<file path="config.mk">
export PLATFORM = sky130hd
export DESIGN_NAME = adc_arbiter
export DESIGN_NICKNAME = d
export VERILOG_FILES = /design/src/rtl/adc_arb_pkg.sv /design/src/rtl/adc_arbiter_rr_pick.sv /design/src/rtl/adc_arbiter.sv
export SDC_FILE = /design/constraint.sdc
export NUM_CORES = 1
export LEC_CHECK = 0
export CORE_UTILIZATION = 35
export DETAILED_ROUTE_END_ITERATION = 12
export PLACE_DENSITY = 0.61
export SETUP_SLACK_MARGIN = 0.02
export SLEW_MARGIN = 20
export SYNTH_ARGS = -nofsm -noshare
export SYNTH_HDL_FRONTEND = slang
export SYNTH_SLANG_ARGS = --single-unit
</file>
<file path="constraint.sdc">
create_clock -name CLK -period 7.65 [get_ports CLK]
set_input_delay 1.53 -clock CLK [delete_from_list [all_inputs] [get_ports CLK]]
set_output_delay 1.53 -clock CLK [all_outputs]
set_load 0.01 [all_outputs]
</file>
<file path="src/rtl/adc_arb_pkg.sv">
// adc_arbiter shared types and defaults.
// Width of the ADC sample, FSM states, default timing constants.
package adc_arb_pkg;

  localparam int ADC_W              = 10;
  localparam int GAP_CYCLES_DEF     = 1;
  localparam int TIMEOUT_CYCLES_DEF = 1023;
  localparam int TMO_W              = 16;

  typedef enum logic [1:0] {
    IDLE,
    ISSUE,
    WAIT,
    GAP
  } arb_state_t;

endpackage

</file>
<file path="src/rtl/adc_arbiter_rr_pick.sv">
// rr_pick: combinational round-robin picker.
// Searches req from last+1 with wrap-around; one-hot grant plus index.
module rr_pick #(
  parameter int N  = 4,
  parameter int LW = $clog2(N)
) (
  input  logic [N-1:0]  req,
  input  logic [LW-1:0] last,
  output logic [N-1:0]  grant,
  output logic [LW-1:0] idx
);

  logic          found;
  logic [LW-1:0] pos;

  always_comb begin
    grant = '0;
    idx   = '0;
    found = 1'b0;
    pos   = '0;
    for (int i = 1; i <= N; i++) begin
      pos = LW'((int'(last) + i) % N);
      if (!found && req[pos]) begin
        found      = 1'b1;
        grant[pos] = 1'b1;
        idx        = pos;
      end
    end
  end

endmodule

</file>
<file path="src/rtl/adc_arbiter.sv">
// adc_arbiter: round-robin owner of the ADC_Comm interface.
// Define ADC_ARB_TIMEOUT_EN to bound the wait for VALID_BYTE.
module adc_arbiter
  import adc_arb_pkg::*;
#(
  parameter int N_REQ          = 4,
  parameter int GAP_CYCLES     = GAP_CYCLES_DEF,
  parameter int TIMEOUT_CYCLES = TIMEOUT_CYCLES_DEF
) (
  input  logic             CLK,
  input  logic             RST_N,
  input  logic [N_REQ-1:0] REQ,
  output logic [N_REQ-1:0] GRANT,
  output logic [N_REQ-1:0] DONE,
  output logic [ADC_W-1:0] DATA_OUT,
  output logic             ERR,
  output logic             BUSY,
  output logic             START_COMM,
  input  logic             VALID_BYTE,
  input  logic [ADC_W-1:0] BYTE_IN
);

  localparam int LW = $clog2(N_REQ);

  arb_state_t       state_q, state_d;
  logic [N_REQ-1:0] grant_q, grant_d;
  logic [N_REQ-1:0] done_q, done_d;
  logic [ADC_W-1:0] data_q, data_d;
  logic             busy_q, busy_d;
  logic             start_q, start_d;
  logic [LW-1:0]    last_q, last_d;
  logic [7:0]       gap_q, gap_d;
  logic [N_REQ-1:0] pick_grant;
  logic [LW-1:0]    pick_idx;
`ifdef ADC_ARB_TIMEOUT_EN
  logic [TMO_W-1:0] wcnt_q, wcnt_d;
  logic             err_q, err_d;
`endif

  rr_pick #(
    .N  (N_REQ),
    .LW (LW)
  ) u_pick (
    .req   (REQ),
    .last  (last_q),
    .grant (pick_grant),
    .idx   (pick_idx)
  );

  always_comb begin
    state_d = state_q;
    grant_d = grant_q;
    done_d  = '0;
    data_d  = data_q;
    start_d = 1'b0;
    last_d  = last_q;
    gap_d   = gap_q;
`ifdef ADC_ARB_TIMEOUT_EN
    wcnt_d  = wcnt_q;
    err_d   = 1'b0;
`endif
    unique case (state_q)
      IDLE: begin
        if (|REQ) begin
          grant_d = pick_grant;
          last_d  = pick_idx;
          state_d = ISSUE;
        end
      end
      ISSUE: begin
        start_d = 1'b1;
        state_d = WAIT;
`ifdef ADC_ARB_TIMEOUT_EN
        wcnt_d  = '0;
`endif
      end
      WAIT: begin
        // A sample arriving on the timeout cycle still wins.
        if (VALID_BYTE) begin
          data_d  = BYTE_IN;
          done_d  = grant_q;
          grant_d = '0;
          gap_d   = '0;
          state_d = GAP;
        end
`ifdef ADC_ARB_TIMEOUT_EN
        else if (wcnt_q == TMO_W'(TIMEOUT_CYCLES - 1)) begin
          done_d  = grant_q;
          err_d   = 1'b1;
          grant_d = '0;
          gap_d   = '0;
          state_d = GAP;
        end else begin
          wcnt_d = wcnt_q + 1'b1;
        end
`endif
      end
      GAP: begin
        if (gap_q == 8'(GAP_CYCLES - 1)) begin
          state_d = IDLE;
        end else begin
          gap_d = gap_q + 1'b1;
        end
      end
      default: state_d = IDLE;
    endcase
    busy_d = (state_d != IDLE);
  end

  always_ff @(posedge CLK or negedge RST_N) begin
    if (!RST_N) begin
      state_q <= IDLE;
      grant_q <= '0;
      done_q  <= '0;
      data_q  <= '0;
      busy_q  <= 1'b0;
      start_q <= 1'b0;
      last_q  <= LW'(N_REQ - 1);
      gap_q   <= '0;
    end else begin
      state_q <= state_d;
      grant_q <= grant_d;
      done_q  <= done_d;
      data_q  <= data_d;
      busy_q  <= busy_d;
      start_q <= start_d;
      last_q  <= last_d;
      gap_q   <= gap_d;
    end
  end

`ifdef ADC_ARB_TIMEOUT_EN
  always_ff @(posedge CLK or negedge RST_N) begin
    if (!RST_N) begin
      wcnt_q <= '0;
      err_q  <= 1'b0;
    end else begin
      wcnt_q <= wcnt_d;
      err_q  <= err_d;
    end
  end

  assign ERR = err_q;
`else
  assign ERR = 1'b0;
`endif

  assign GRANT      = grant_q;
  assign DONE       = done_q;
  assign DATA_OUT   = data_q;
  assign BUSY       = busy_q;
  assign START_COMM = start_q;

endmodule

</file>
# Yosys cells after proc, flatten, opt, wreduce, memory -nomap -nowiden
# Cells that the tools add are included.
# totals
in_bits	17
output_inout_bits	21
regBits	32
# op_classes
eq_ne	6
order_cmp	8
bitwise	3
reduce_logical	20
n_addsub	5
mux	40
# ops
op	count
two-way mux 4 bit	8
two-way mux 8 bit	2
one-hot mux 8 bit (2 select lines)	1
two-way mux 2 bit	7
less-than comparator 2 x 3 -> 1 bit (second input constant)	4
two-way mux 1 bit	12
bitwise OR 4 bit	3
adder 8 x 1 -> 8 bit (second input constant)	1
binary-select mux 1 bit (select 2 bit)	4
demux 1 bit (select 2 bit)	4
>= comparator 2 x 1 -> 1 bit (second input constant)	4
zero test 8 bit	1
one-hot mux 2 bit (4 select lines)	1
one-hot mux 4 bit (2 select lines)	1
logical AND 1 bit	7
inequality test 2 bit (second input constant)	3
AND reduction 3 bit	2
nonzero test 2 bit	3
adder 2 x 1 -> 2 bit (second input constant)	2
adder 2 bit (second input constant)	2
equality test 2 bit (second input constant)	2
AND reduction 2 bit	2
OR reduction 4 bit	1
zero test 1 bit	3
2 further kinds	2

# Depth between registers and ports, before layout
# Gate-level depths: netlist (run 1).
# logic_depth
ltp_word	15
mapped_depth	8
mapped_depth_nobuf	7

# Hierarchy
# Synthesis (run 1) repeated with hierarchy kept, for this count alone.
# hier_totals
cells_unflattened	205
area_unflattened_um2	1901.8
# modules_own_cells
mod	instances	cells_per_inst	seq_area_each_um2	area_each_um2
adc_arbiter	1	137	803.3	1356.3
rr_pick	1	68	0.0	545.5

# Least setup slack after synthesis (run 1)
# OpenSTA, ideal clock, no wires.
# synth_timing
path_kind	input to register
startpoint	in REQ[2]
endpoint	reg last_q[1]
stages	5
slack_ns	4.632
arrival_ns	2.933
required_ns	7.565
cell_sequence	mux4_2 or2_4 nor3b_4 nor2b_1 mux2_1
# synth_between
elab_chain_len	12
elab_cells_between_ends	23
cone_classes	mux: 15; reduce/logical: 8
# synth_lines
element	line	text
from (decl)	adc_arbiter.sv:12	input logic [N_REQ-1:0] REQ,
binary-select mux 1 bit (select 2 bit)	adc_arbiter_rr_pick.sv:23	if (!found && req[pos]) begin
two-way mux 1 bit (implied by the code)	adc_arbiter_rr_pick.sv:23	
two-way mux 1 bit	adc_arbiter_rr_pick.sv:23	
zero test 1 bit	adc_arbiter_rr_pick.sv:23	
logical AND 1 bit	adc_arbiter_rr_pick.sv:23	
two-way mux 1 bit	adc_arbiter_rr_pick.sv:23	
zero test 1 bit	adc_arbiter_rr_pick.sv:23	
logical AND 1 bit	adc_arbiter_rr_pick.sv:23	
two-way mux 1 bit	adc_arbiter_rr_pick.sv:23	
zero test 1 bit	adc_arbiter_rr_pick.sv:23	
logical AND 1 bit	adc_arbiter_rr_pick.sv:23	
two-way mux 2 bit	adc_arbiter_rr_pick.sv:23	
to (signal assigned)	adc_arbiter.sv:118	last_q <= LW'(N_REQ - 1);
to (signal assigned)	adc_arbiter.sv:127	last_q <= last_d;
to (decl)	adc_arbiter.sv:31	logic [LW-1:0] last_q, last_d;
# Several ways; a longest one is shown, not always the timed one. The select of a mux whose other input is x is not followed.
# A chain may end at the register's enable or synchronous reset.

# Worst setup path after layout (run 1)
# Same ends and word-level chain as after synthesis.

==> impl_metrics.env, run 1 <==
export IMPL_status="finished clean"
export IMPL_final_nets=233
export IMPL_synth_ff_type="dfrtp_1"
export IMPL_synth_edf_count=0
export IMPL_grt_ovfl_total=0
export IMPL_setup_violations=0
export IMPL_first_iter_violations=56
export IMPL_syn_avg_cell_area_sq_um=10.2
export IMPL_hold_depth=2
export IMPL_fin_crit_ps=3340
export IMPL_rows=25
export IMPL_reg2reg_from="last_q[0]"
export IMPL_worstReg2RegEnd="last_q[1]"
export IMPL_wirelength_microns=3180
export IMPL_tritoncts="done"
export IMPL_cts_root_buffer="clkbuf_8"
export IMPL_grt_pass1_vias=1206
export IMPL_dieArea_sq_mm=0.00518
export IMPL_timing_hold_worst_start="DATA_OUT[8]"
export IMPL_hold_violations=0
export IMPL_hold_end="DATA_OUT[8]"
export IMPL_ys_ff_latch=32
export IMPL_die_w_microns=72.0
export IMPL_routedWlPerCell_microns=11.6
export IMPL_seq_area_frac_synth=0.469
export IMPL_syn_cell_area_sq_mm=0.00171
export IMPL_synth_fp_nets=195
export IMPL_drive_gt1_frac=0.126
export IMPL_core_sq_mm=0.00472
export IMPL_drc=0
export IMPL_synthCells=168
export IMPL_drv_slew=0
export IMPL_rsz0062_at_grt="no"
export IMPL_power_density_mw_per_mm2=388
export IMPL_hold_class="register to register"
export IMPL_layout_commonest_cell="nand2_1"
export IMPL_track_usage=0.137
export IMPL_start_util=0.363
export IMPL_synth_distinct_cells=36
export IMPL_clk_latency_ps=280
export IMPL_layout_common_cells="nand2_1, clkdlybuf4s50_1, dfrtp_1"
export IMPL_critPathMaxFanout=7
export IMPL_r2r_cells=7
export IMPL_n_fill_cell=442
export IMPL_p_leak_nw=1.03
export IMPL_cts_max_level=2
export IMPL_dpl_hpwl_microns=2180
export IMPL_antenna_found_initial=0
export IMPL_clkTransAtPathRegs_ps=60
export IMPL_ys_warn_count=0
export IMPL_numPlacedInstances=266
export IMPL_cts_resized_gates=0
export IMPL_vias_per_cell=4.67
export IMPL_first_pass_iters=4
export IMPL_cts_hold_buf=0
export IMPL_cts_sinks=32
export IMPL_fin_worst_skew_ps=3.00
export IMPL_numCtsBuffers=5
export IMPL_cap_violations=0
export IMPL_instances_no_fill=274
export IMPL_grt_max_degree=33
export IMPL_relSlewSlack=0.592
export IMPL_setup_tns_ps=0
export IMPL_async_flop_share=1.00
export IMPL_grt_pass1_wl_microns=5510
export IMPL_max_freq_mhz=300
export IMPL_start_kind="input pin"
export IMPL_final_util=0.480
export IMPL_ant_nets=0
export IMPL_gp_congestion=0.736
export IMPL_required_ps=7850
export IMPL_cp_end_kind="register"
export IMPL_worst_pin_slew_ps=608
export IMPL_io_buffers=36
export IMPL_die_height_microns=72.0
export IMPL_postCtsSetupBuffers=0
export IMPL_vias=1280
export IMPL_vdd_drop_max_uv=190
export IMPL_setup_worst_path_class="input pin to register"
export IMPL_post_route_period_util=0.436
export IMPL_ioPinCount=38
export IMPL_cts_max_path_buffers=2
export IMPL_antenna_cells=0
export IMPL_ff2ff_setup_slack_ps=4760
export IMPL_syn_to_final_growth_pct=32.3
export IMPL_cp_data_arrival_time_ps=3540
==> per-layer routing <==
| metal | share of wire | track usage | vias to the layer above | routed length (microns) |
|---|---|---|---|---|
| li1 | - | - | 651 | - |
| met1 | 0.48 | 0.169 | 589 | 1510 |
| met2 | 0.45 | 0.221 | 34 | 1440 |
| met3 | 0.047 | 0.0375 | 6 | 150 |
| met4 | 0.023 | 0.0719 | 0 | 72 |
| met5 | 0 | 0 | - | 0 |
==> flip-flops by register name, indices dropped and copies added, names as in the netlist <==
name        count
BUSY            1
GRANT           4
DONE            4
DATA_OUT       10
gap_q           8
START_COMM      1
state_q         2
last_q          2
==> where the power goes <==
| part | internal [mW] | switching, mW | total (mW) | leakage, nW |
|---|---|---|---|---|
| logic | 0.219 | 0.194 | 0.413 | 0.562 |
| clock network | 0.115 | 0.0600 | 0.175 | 0.0645 |
| registers | 0.234 | 0.0572 | 0.292 | 0.407 |
==> critical path, cell delays in order <==
cell and delay [ps]:
clkdlybuf4s50_1 490, mux4_2 600, or2_4 280, nor3b_4 250, nor2b_1 80, mux2_1 310
==> cell families after synthesis <==
family | count (synthesis) | synth area share
and+or+nand+nor | 73 | 0.202
DFF | 32 | 0.469
AOI/OAI and AO/OA | 23 | 0.0912
adders and majority gates | 10 | 0.0730
xor gates and xnor gates | 6 | 0.0307
other | 1 | 0.00219
muxes | 11 | 0.0993
buffers and inverters | 12 | 0.0329
==> how the worst max path moves through the flow <==
stage	from	end	slack, ps	cells past startpoint
CTS	REQ[3]	last_q[1]	4290	5
global placement	REQ[2]	last_q[1]	4050	6
global route	REQ[2]	last_q[1]	4210	6
finish	REQ[2]	last_q[1]	4310	6
floorplan	REQ[2]	last_q[1]	4630	5
detailed placement	REQ[3]	last_q[1]	3990	5
==> cell usage after synthesis (all sizes together) (5+ instances only) <==
master | count | area share
a21oi | 8 | 0.023
a31oi | 5 | 0.018
and2 | 5 | 0.018
clkbuf | 5 | 0.011
dfrtp | 30 | 0.44
ha | 10 | 0.073
inv | 5 | 0.011
mux2i | 5 | 0.029
nand2 | 40 | 0.088
nor2 | 10 | 0.022
xor2 | 5 | 0.026
==> metrics by stage <==
| step | hold WS (ps) | setup slack [ps] | instance area [sq um] | total power, mW |
|---|---|---|---|---|
| 3_5_place_dp | 462 | 3990 | 2140 | 0.712 |
| 5_1_grt | 497 | 4210 | 2270 | 0.953 |
| 2_1_floorplan | 477 | 4630 | 1710 | 0.562 |
| 6_report | 471 | 4310 | 2270 | 0.880 |
| 4_1_cts | 478 | 4290 | 2260 | 0.892 |
| 3_3_place_gp | 459 | 4050 | 2140 | 0.707 |
==> area by class of cell <==
| type | instances | area [sq um] | share of cell area |
|---|---|---|---|
| clock inverter | 1 | 30.0 | 0.0132 |
| tap | 67 | 83.8 | 0.0370 |
| clock buffer | 7 | 96.3 | 0.0425 |
| inverter | 5 | 18.8 | 0.00828 |
| timing repair buffer | 38 | 375 | 0.166 |
| multi-input combinational | 124 | 860 | 0.379 |
| sequential | 32 | 803 | 0.354 |
Note: power is estimated with default switching activity, not from simulation.
==> inputs of run 2 (changes only) <==
- clock period: 7.65 -> 3.2 ns (I/O delays scaled with it)
==> run 2 against run 1 <==
Count of clock-buffer cells in the layout is the same. Global-route usage increased by 0.25 points. Clock power rose by 140%. Sequential cell count unchanged. Register-to-register slack got worse by 4400 ps. Clock skew about the same. Worst hold slack worse by 0.88 ps. Utilization rose by 0.053 points. Routed wire length down 0.50%. Largest cell class unchanged.
==> impl_metrics.env, run 2 (synthesis gave the netlist of run 1 again) <==
export IMPL_clkTransAtPathRegs_ps=60
export IMPL_core_sq_mm=0.00472
export IMPL_largest_reg_flops=10
export IMPL_syn_to_final_growth_pct=32.4
export IMPL_dpl_hpwl_microns=2240
export IMPL_grt_ovfl_total=0
export IMPL_track_usage=0.140
export IMPL_p_leak_nw=1.04
export IMPL_setup_worst_path_class="register to register"
export IMPL_drc=0
export IMPL_drv_slew=0
export IMPL_rsz0062_at_grt="no"
export IMPL_start_util=0.363
export IMPL_post_route_period_util=0.901
export IMPL_max_freq_mhz=347
export IMPL_numCtsBuffers=5
export IMPL_hold_violations=0
export IMPL_cp_end_kind="register"
export IMPL_dieArea_sq_mm=0.00518
export IMPL_critPathMaxFanout=12
export IMPL_layout_common_cells="nand2_1, clkdlybuf4s50_1, dfrtp_1"
export IMPL_ant_nets=0
export IMPL_hold_class="register to register"
export IMPL_routedWlPerCell_microns=11.5
export IMPL_first_iter_violations=62
export IMPL_start_kind="register"
export IMPL_fin_crit_ps=2880
export IMPL_rows=25
export IMPL_antenna_cells=0
export IMPL_cp_data_arrival_time_ps=3090
export IMPL_tritoncts="done"
export IMPL_fin_worst_skew_ps=3.20
export IMPL_postCtsSetupBuffers=0
export IMPL_setup_tns_ps=0
export IMPL_gp_congestion=0.833
export IMPL_n_fill_cell=452
export IMPL_cts_hold_buf=0
export IMPL_die_w_microns=72.0
export IMPL_clk_latency_ps=280
export IMPL_die_height_microns=72.0
export IMPL_vias_per_cell=4.73
export IMPL_required_ps=3410
export IMPL_setup_violations=0
export IMPL_finalPower_mw=2.10
export IMPL_cts_root_buffer="clkbuf_8"
export IMPL_grt_pass1_wl_microns=5580
export IMPL_cts_max_level=2
export IMPL_cap_violations=0
export IMPL_cts_resized_gates=0
export IMPL_cts_max_path_buffers=2
export IMPL_grt_max_degree=33
export IMPL_wirelength_microns=3160
export IMPL_status="finished clean"
export IMPL_first_pass_iters=4
export IMPL_drive_gt1_frac=0.125
export IMPL_final_nets=234
export IMPL_vias=1301
export IMPL_grt_pass1_vias=1202
export IMPL_layout_commonest_cell="nand2_1"
export IMPL_antenna_found_initial=0
export IMPL_vdd_drop_max_uv=372
export IMPL_ioPinCount=38
export IMPL_io_buffers=36
export IMPL_cts_sinks=32
export IMPL_power_density_mw_per_mm2=926
[run 2: path summary, 6_finish.rpt]
| kind | startpoint | to | slack, ps | cells after the start |
|---|---|---|---|---|
| setup / recovery | last_q[0] | last_q[1] | 320 | 7 |
| setup reg to reg | last_q[0] | last_q[1] | 320 | 7 |
| max in group asynchronous | RST_N | last_q[1] | 2120 | 2 |
| hold / removal | DATA_OUT[8] | DATA_OUT[8] | 470 | 2 |
| min in group asynchronous | RST_N | gap_q[6] | 750 | 2 |
| hold reg to reg | DATA_OUT[8] | DATA_OUT[8] | 470 | 2 |
[run 2: critical path, stage by stage (launching register included)]
cell and delay [ps]:
dfstp_2 690, inv_1 150, ha_1 410, mux4_2 630
or2_4 280, nor3b_4 250, nor2b_1 80, mux2_1 310
[run 2: final cells by class]
cell class,count,area [sq um],area share
Clock buffer,7,96.3,0.0424
Clock inverter,1,30.0,0.0132
Inverter,5,18.8,0.00827
Multi-Input combinational cell,124,855,0.377
Sequential cell,32,803,0.354
Tap cell,67,83.8,0.0369
Timing Repair Buffer,39,383,0.169
[run 2: power by group]
group / leakage (nW) / internal, mW / total, mW / switching, mW
Combinational: 0.567 / 0.528 / 0.994 / 0.466
Sequential: 0.407 / 0.561 / 0.692 / 0.131
Clock: 0.0645 / 0.274 / 0.416 / 0.141
[run 2: stage by stage]
step	worst slack (ps)	utilization	hold slack [ps]	cells	cell area (sq um)
after CTS	290	0.481	479	275	2270
after global routing	174	0.481	502	275	2270
final	318	0.481	470	275	2270
after detailed placement	300	0.454	462	267	2140
after floorplan	513	-	344	168	1710
after global placement	381	0.454	458	267	2140
[run 2: per-layer routing]
| layer | GRT usage | part of all wire |
|---|---|---|
| met4 | 0.0719 | 0.023 |
| met1 | 0.183 | 0.46 |
| met2 | 0.217 | 0.47 |
| met3 | 0.0319 | 0.048 |
| met5 | 0 | 0 |
==> inputs of run 3 (changes only) <==
- CORE_MARGIN: default -> 10
- GPL_TIMING_DRIVEN: default -> 0
==> run 3 against run 2 <==
Combinational power is 5% higher. Fmax is 0.39% lower. Final area is 0.33% higher. Non-clock buffer count increased by 5. Clock power is 21% lower. Count of clock-buffer cells in the layout is the same. Global-route usage decreased by 4.7 points. Critical path type unchanged.
==> impl_metrics.env, run 3 (synthesis gave the netlist of run 1 again) <==
export IMPL_status="finished clean"
export IMPL_crit_buf_inv=2
export IMPL_dpl_hpwl_microns=2760
export IMPL_ioPinCount=38
export IMPL_ant_nets=0
export IMPL_critPathSlowestCell="mux4_2"
export IMPL_finalPower_mw=2.04
export IMPL_first_pass_iters=4
export IMPL_cts_max_level=2
export IMPL_fin_crit_ps=2890
export IMPL_drive_gt1_frac=0.123
export IMPL_setup_worst_path_class="register to register"
export IMPL_numCtsBuffers=5
export IMPL_grt_ovfl_total=0
export IMPL_grt_pass1_vias=1368
export IMPL_antenna_cells=0
export IMPL_cp_endpoint="last_q[1]"
export IMPL_r2r_cells=8
export IMPL_vias=1297
export IMPL_rsz0062_at_grt="no"
export IMPL_track_usage=0.0930
export IMPL_setup_violations=0
export IMPL_routedWlPerCell_microns=12.8
export IMPL_setup_tns_ps=0
export IMPL_reg2reg_from="last_q[0]"
export IMPL_clk_latency_ps=280
export IMPL_wirelength_microns=3570
export IMPL_dieArea_sq_mm=0.00810
export IMPL_gp_congestion=0.771
export IMPL_cp_top_family="multiplexers"
export IMPL_postCtsSetupBuffers=0
export IMPL_core_sq_mm=0.00472
export IMPL_rows=25
export IMPL_crit_chain="buf_6 > inv_1 > ha_1 > mux4_2 > or2_4 > nor3b_4 > nor2b_1 > mux2_1"
export IMPL_cp_end_kind="register"
export IMPL_post_route_period_util=0.904
export IMPL_tritoncts="done"
export IMPL_final_nets=239
export IMPL_layout_common_cells="nand2_1, clkdlybuf4s50_1, dfrtp_1"
export IMPL_die_w_microns=90.0
export IMPL_io_buffers=36
export IMPL_cp_data_arrival_time_ps=3100
export IMPL_ff2ff_setup_slack_ps=310
export IMPL_worstReg2RegEnd="last_q[1]"
export IMPL_final_util=0.482
export IMPL_worstSetupPathDepth=8
export IMPL_hold_class="input pin to async pin"
export IMPL_layout_commonest_cell="nand2_1"
export IMPL_numPlacedInstances=272
export IMPL_start_kind="register"
export IMPL_first_iter_violations=63
export IMPL_clkTransAtPathRegs_ps=60
export IMPL_cts_root_buffer="clkbuf_8"
export IMPL_cts_hold_buf=0
export IMPL_critPathMaxFanout=8
export IMPL_max_freq_mhz=346
export IMPL_start_util=0.363
export IMPL_startpoint="last_q[0]"
export IMPL_power_density_mw_per_mm2=895
export IMPL_antenna_found_initial=0
export IMPL_drv_slew=0
export IMPL_cts_sinks=32
export IMPL_fin_worst_skew_ps=6.84
export IMPL_cts_max_path_buffers=2
export IMPL_largest_reg_flops=10
export IMPL_vias_per_cell=4.65
export IMPL_syn_to_final_growth_pct=32.8
export IMPL_cap_violations=0
export IMPL_p_leak_nw=1.04
export IMPL_required_ps=3400
export IMPL_grt_max_degree=19
export IMPL_cp_slowest_stage_delay_ps=630
export IMPL_die_height_microns=90.0
export IMPL_grt_pass1_wl_microns=6400
export IMPL_instances_no_fill=279
export IMPL_vdd_drop_max_uv=355
export IMPL_drc=0
export IMPL_cts_resized_gates=0
export IMPL_hold_violations=0
==> run 3: cell types whose count changed in the layout (fill, tap and decap cells not counted), sizes merged <==
cell / before / now
clkdlybuf4s50: 36 / 35
clkbuf: 7 / 12
bufinv: 1 / 0
buf: 3 / 4
==> run 3: stage by stage <==
stage / hold WS [ps] / setup slack, ps / cell area (sq um)
floorplan: 344 / 513 / 1710
global placement: 457 / 316 / 2160
detailed placement: 461 / 294 / 2180
CTS: 276 / 277 / 2280
global route: 288 / 114 / 2280
finish: 273 / 307 / 2280
==> run 3: final cells by class <==
| cell class | count | area (sq um) |
|---|---|---|
| multi-input cells | 124 | 855 |
| repair buffers | 37 | 383 |
| well taps | 67 | 83.8 |
| flip-flops and latches | 32 | 803 |
| fillers | 445 | 2450 |
| clock buffers | 7 | 96.3 |
| inverters | 5 | 18.8 |
| plain buffers | 7 | 37.5 |
==> run 3: worst min path at each step <==
stage                     slack (ps)        start  depth (start not counted)           to
final                            270        RST_N                          1     gap_q[3]
after global routing             290        RST_N                          1     gap_q[3]
after CTS                        280        RST_N                          1     gap_q[3]
after detailed placement         460  DATA_OUT[4]                          2  DATA_OUT[4]
after global placement           460  DATA_OUT[9]                          2  DATA_OUT[9]
after floorplan                  340        RST_N                          0         BUSY
==> run 3: routing by layer <==
metal	routed length, microns	track usage	vias to the layer above	share of wire
met5	0	0	-	0
li1	-	-	662	-
met3	194	0.0316	2	0.054
met2	1530	0.142	37	0.43
met4	40	0.0438	0	0.011
met1	1810	0.115	596	0.51
==> run 3: worst register-to-register path, delay by kind of cell (launching register included) <==
family,cells,cell delay [ps]
adder cells (fa/ha/maj),1,390
buffers and inverters,2,260
flip-flops,1,590
multiplexers,2,940
AND/OR/NAND/NOR,3,640
==> run 3: power by group <==
group	internal [mW]	switching, mW	total (mW)
clock	0.191	0.137	0.328
combinational	0.537	0.498	1.04
sequential	0.560	0.115	0.675
total	1.29	0.750	2.04
==> RTL change 1: new RTL, settings of run 2 <==
Build with the macro `ADC_ARB_TIMEOUT_EN` defined.
--- a/src/rtl/adc_arbiter.sv
+++ b/src/rtl/adc_arbiter.sv
@@ -1,4 +1,6 @@
 // adc_arbiter: round-robin owner of the ADC_Comm interface.
 // Define ADC_ARB_TIMEOUT_EN to bound the wait for VALID_BYTE.
+`define ADC_ARB_TIMEOUT_EN
+
 module adc_arbiter
   import adc_arb_pkg::*;
Function: no difference found for any inputs over 10 cycles, from zero or initial values and one cycle with RST_N low; that may be too few to reach the edited logic, so the function may still have changed.
==> RTL change 1 against run 2 <==
  * Via count rose by 51%
  * Cell count increased by 39%
  * Power rose by 11%
  * Global-route usage rose by 0.19 points
  * Synthesized cell count up 45%
  * Highest routed layer unchanged
  * Maximum frequency is 11% higher
  * Sequential cell count up 17
  * First-iteration DRC count increased by 69%
  * Final area is 39% higher
  * Area after synthesis is 53% higher
  * Wire length is 62% higher
  * Hold slack worse by 0.13 ns
  * Worst setup slack improved by 0.29 ns
==> RTL change 1: results <==
metrics = {
    "run_status": {
        "status": "completed",
    },
    "global_route": {
        "grt_max_degree": 49,
        "grt_pass1_wl_um": 8560,
        "first_global_vias": 1861,
        "track_usage_pct": 14.2,
    },
    "final_layout": {
        "nFillCells": 709,
        "layout.nonclk_buf_share_pct": 11.9,
        "inverters_excl_clock": 10,
        "drive_gt1_share_pct": 11.0,
        "nets": 310,
        "diodes": 0,
        "buffers": 38,
        "largest_register_ffs": 16,
        "clock_area_share_pct": 2.61,
        "multi_input_gates": 177,
        "final-seq-area_mm2": 0.00123,
        "multi_input_area_share_pct": 41.5,
        "clockBufferCount": 6,
    },
    "hold_path": {
        "worstHoldPathType": "in2async",
    },
    "synthesis": {
        "yosys.area_share.xor_xnor_pct": 4.35,
        "syn-num-nets": 272,
        "yosysSeqAreaShare_pct": 47.0,
        "synth_fa_ha_area_share_pct": 5.74,
        "synthTopCellsByCount": "47 x dfrtp_1, 16 x nor2_1, 15 x nand3_1, 12 x a21oi_1, 12 x ha_1",
        "ys_ff_latch": 49,
        "synthMuxAreaShare_pct": 8.04,
        "synth_compound_area_share_pct": 11.6,
        "synthDistinctLibCells": 51,
        "synthTopCellsByArea": "dfrtp_1 45%, ha_1 5.7%, mux2_2 4.3%",
    },
    "critical_path": {
        "crit_family": "flip-flops",
        "slowest_delay_ns": 0.74,
        "worstPathMaxFanout": 15,
        "cp_slowest_cell": "dfstp_2",
    },
    "cts": {
        "clk_pin_slew_ns": 0.09,
        "insertion_delay_ns": 0.30,
        "post_cts_buffers": 0,
    },
    "placed_design": {
        "numPortBuffers": 37,
        "gp_congestion": 0.840,
        "dp_hpwl_um": 3640,
    },
    "drt": {
        "drt-initial-drc-count": 105,
        "via_count": 1965,
        "drt-total-wl_um": 5120,
    },
    "sta": {
        "fin_worst_skew_ns": 0.00830,
        "relSlewSlack_pct": 60.0,
    },
    "power": {
        "peakVddDrop_mv": 0.349,
        "p_leak_nw": 1.39,
    },
}
-- RTL change 1: metrics by stage --
| step | cell area (µm²) | instances | worst slack, ns | power [mW] | hold slack [ns] |
|---|---|---|---|---|---|
| 2_1_floorplan | 2620 | 243 | 0.938 | 1.61 | 0.344 |
| 3_3_place_gp | 3070 | 373 | 0.679 | 1.99 | 0.476 |
| 3_5_place_dp | 3070 | 373 | 0.580 | 2.00 | 0.483 |
| 4_1_cts | 3160 | 381 | 0.627 | 2.36 | 0.495 |
| 5_1_grt | 3160 | 381 | 0.480 | 2.50 | 0.390 |
| 6_report | 3160 | 381 | 0.608 | 2.33 | 0.345 |
-- RTL change 1: metal layers --
| layer | track usage [%] | wire, µm | vias to the layer above |
|---|---|---|---|
| met5 | 0 | 0 | - |
| met1 | 17.9 | 2350 | 918 |
| li1 | - | - | 972 |
| met3 | 3.26 | 318 | 8 |
| met2 | 23.4 | 2360 | 67 |
| met4 | 5.87 | 87 | 0 |
-- RTL change 1: power by group --
group | switching [mW] | internal (mW) | total (mW)
sequential | 0.148 | 0.788 | 0.936
clock | 0.195 | 0.152 | 0.347
combinational | 0.520 | 0.529 | 1.05
total | 0.863 | 1.47 | 2.33
-- RTL change 1: final timing paths --
| kind | start | endpoint | slack [ns] | cells after the start |
|---|---|---|---|---|
| setup / recovery | last_q[0] | last_q[1] | 0.61 | 6 |
| hold / removal | RST_N | DATA_OUT[4] | 0.34 | 1 |
| max in group asynchronous | RST_N | last_q[0] | 2.29 | 2 |
| setup reg to reg | last_q[0] | last_q[1] | 0.61 | 6 |
| hold reg to reg | wcnt_q[7] | wcnt_q[7] | 0.49 | 1 |
| min in group CLK | wcnt_q[7] | wcnt_q[7] | 0.49 | 1 |
==> RTL change 2: new RTL, config.mk and constraints of run 2 <==
Made on the original files. The 4 states of `arb_state_t` get a one-hot encoding in 4 bits.
--- a/src/rtl/adc_arb_pkg.sv
+++ b/src/rtl/adc_arb_pkg.sv
@@ -8,9 +8,9 @@
   localparam int TMO_W              = 16;
 
-  typedef enum logic [1:0] {
-    IDLE,
-    ISSUE,
-    WAIT,
-    GAP
+  typedef enum logic [3:0] {
+    IDLE  = 4'b0001,
+    ISSUE = 4'b0010,
+    WAIT  = 4'b0100,
+    GAP   = 4'b1000
   } arb_state_t;
 
Behaviour: same outputs for any inputs over 10 cycles, from zero or initial values and one cycle with RST_N low; not proved beyond that.
==> RTL change 2 against run 2 <==
  * Sequential cell count is 2 higher
  * Power is 2.7% higher
  * Critical path depth is the same
  * First-iteration DRC count rose by 19%
  * Combinational power grew 6%
  * Final area up 5.3%
  * Count of clock-buffer cells in the layout up 1
  * Worst setup slack improved by 0.25 ns
  * Wire length is 19% higher
  * Largest power group unchanged
  * Area after synthesis grew 8.5%
==> RTL change 2: results <==
metrics = {
    "critical_path": {
        "rrSetupSlack_ns": 0.57,
        "arrival_ns": 2.78,
        "cp_slowest_cell": "mux4_1",
        "r2r-end": "GRANT[2]",
        "rr_worst_depth": 7,
        "worstPathMaxFanout": 8,
        "startpoint": "last_q[1]",
    },
    "cts": {
        "clock_path_buffers": 2,
        "clockRootBuffer": "clkbuf_8",
        "post_cts_buffers": 0,
    },
    "placed_design": {
        "dp_hpwl_um": 2690,
        "place_area_mm2": 0.00228,
        "gp_congestion": 0.803,
    },
    "global_route": {
        "antenna_found_initial": 0,
        "track_usage_pct": 14.6,
        "grt_max_degree": 35,
        "first_global_vias": 1218,
        "grt_pass1_wl_um": 6080,
    },
    "final_layout": {
        "nets": 249,
        "nFillCells": 499,
        "drive_gt1_share_pct": 11.7,
    },
    "sta": {
        "worst_pin_slew_ns": 0.598,
        "fin_worst_skew_ns": 0.00323,
    },
    "drt": {
        "via_count": 1418,
        "wl_met3_um": 108,
        "wl_met2_um": 1680,
        "m1WireLength_um": 1930,
        "drt-total-wl_um": 3780,
    },
    "synthesis": {
        "yosysSeqAreaShare_pct": 45.9,
        "ys_async_sr_fraction_pct": 100,
        "synthTopCellsByArea": "dfrtp_1 42%, nand2_1 7.7%, ha_1 6.7%",
        "yosys_warnings": 0,
        "synthDistinctLibCells": 43,
        "syn-num-nets": 212,
    },
    "power": {
        "switching_share_pct": 37.0,
        "peakVddDrop_mv": 0.367,
        "p_leak_nw": 1.08,
    },
    "run_status": {
        "status": "completed",
    },
}
[RTL change 2: layout make-up]
class	count	share of cell area (%)
Multi-Input combinational cell	133	38.6
Clock buffer	8	4.60
Inverter	9	1.41
Tap cell	70	3.66
Timing Repair Buffer	39	16.0
Sequential cell	34	35.7
[RTL change 2: worst min path at each step]
stage / startpoint / to / depth (start not counted) / slack, ns
finish: DATA_OUT[1] / DATA_OUT[1] / 2 / 0.48
global route: DATA_OUT[7] / DATA_OUT[7] / 2 / 0.50
CTS: DATA_OUT[1] / DATA_OUT[1] / 2 / 0.48
detailed placement: DATA_OUT[7] / DATA_OUT[7] / 2 / 0.47
global placement: DATA_OUT[1] / DATA_OUT[1] / 2 / 0.46
floorplan: RST_N / BUSY / 0 / 0.34
[RTL change 2: worst reg2reg max path, cell delays in order (launching register included)]
cell     delay, ns
dfstp_2       0.61
inv_1         0.14
ha_1          0.40
mux4_1        0.65
and2b_2       0.27
a22o_2        0.21
mux2i_1       0.13
a31oi_1       0.09
[RTL change 2: metal layers]
metal	GRT usage, %	vias up
met4	6.29	0
met3	2.81	7
met2	21.4	22
met5	0	-
li1	-	708
met1	21.0	681
[RTL change 2: power groups by stage]
| stage | registers, mW | logic, mW | clock network, mW |
|---|---|---|---|
| floorplan | 0.766 | 0.685 | 0 |
| global placement | 0.745 | 1.05 | 0 |
| detailed placement | 0.749 | 1.06 | 0 |
| CTS | 0.744 | 1.06 | 0.379 |
| global route | 0.770 | 1.17 | 0.396 |
| finish | 0.745 | 1.05 | 0.367 |
[RTL change 2: stage by stage]
| step | std cells | setup WS, ns | utilization, % | hold slack (ns) |
|---|---|---|---|---|
| 6_report | 293 | 0.568 | 46.8 | 0.476 |
| 3_5_place_dp | 285 | 0.569 | 44.7 | 0.466 |
| 5_1_grt | 293 | 0.389 | 46.8 | 0.504 |
| 2_1_floorplan | 185 | 0.645 | - | 0.344 |
| 3_3_place_gp | 285 | 0.634 | 44.7 | 0.458 |
| 4_1_cts | 293 | 0.562 | 46.8 | 0.482 |
[RTL change 2: logic make-up (layout without fill, tap and decap cells)]
kind of cell	Yosys count	after routing	share of synthesized area, %
adders and majority gates	10	10	6.72
muxes	11	11	9.15
DFF	34	34	45.9
xor gates and xnor gates	6	6	2.82
other	1	1	0.202
and+or+nand+nor	76	76	20.0
buffers and inverters	18	56	4.51
AOI/OAI and AO/OA	29	29	10.6
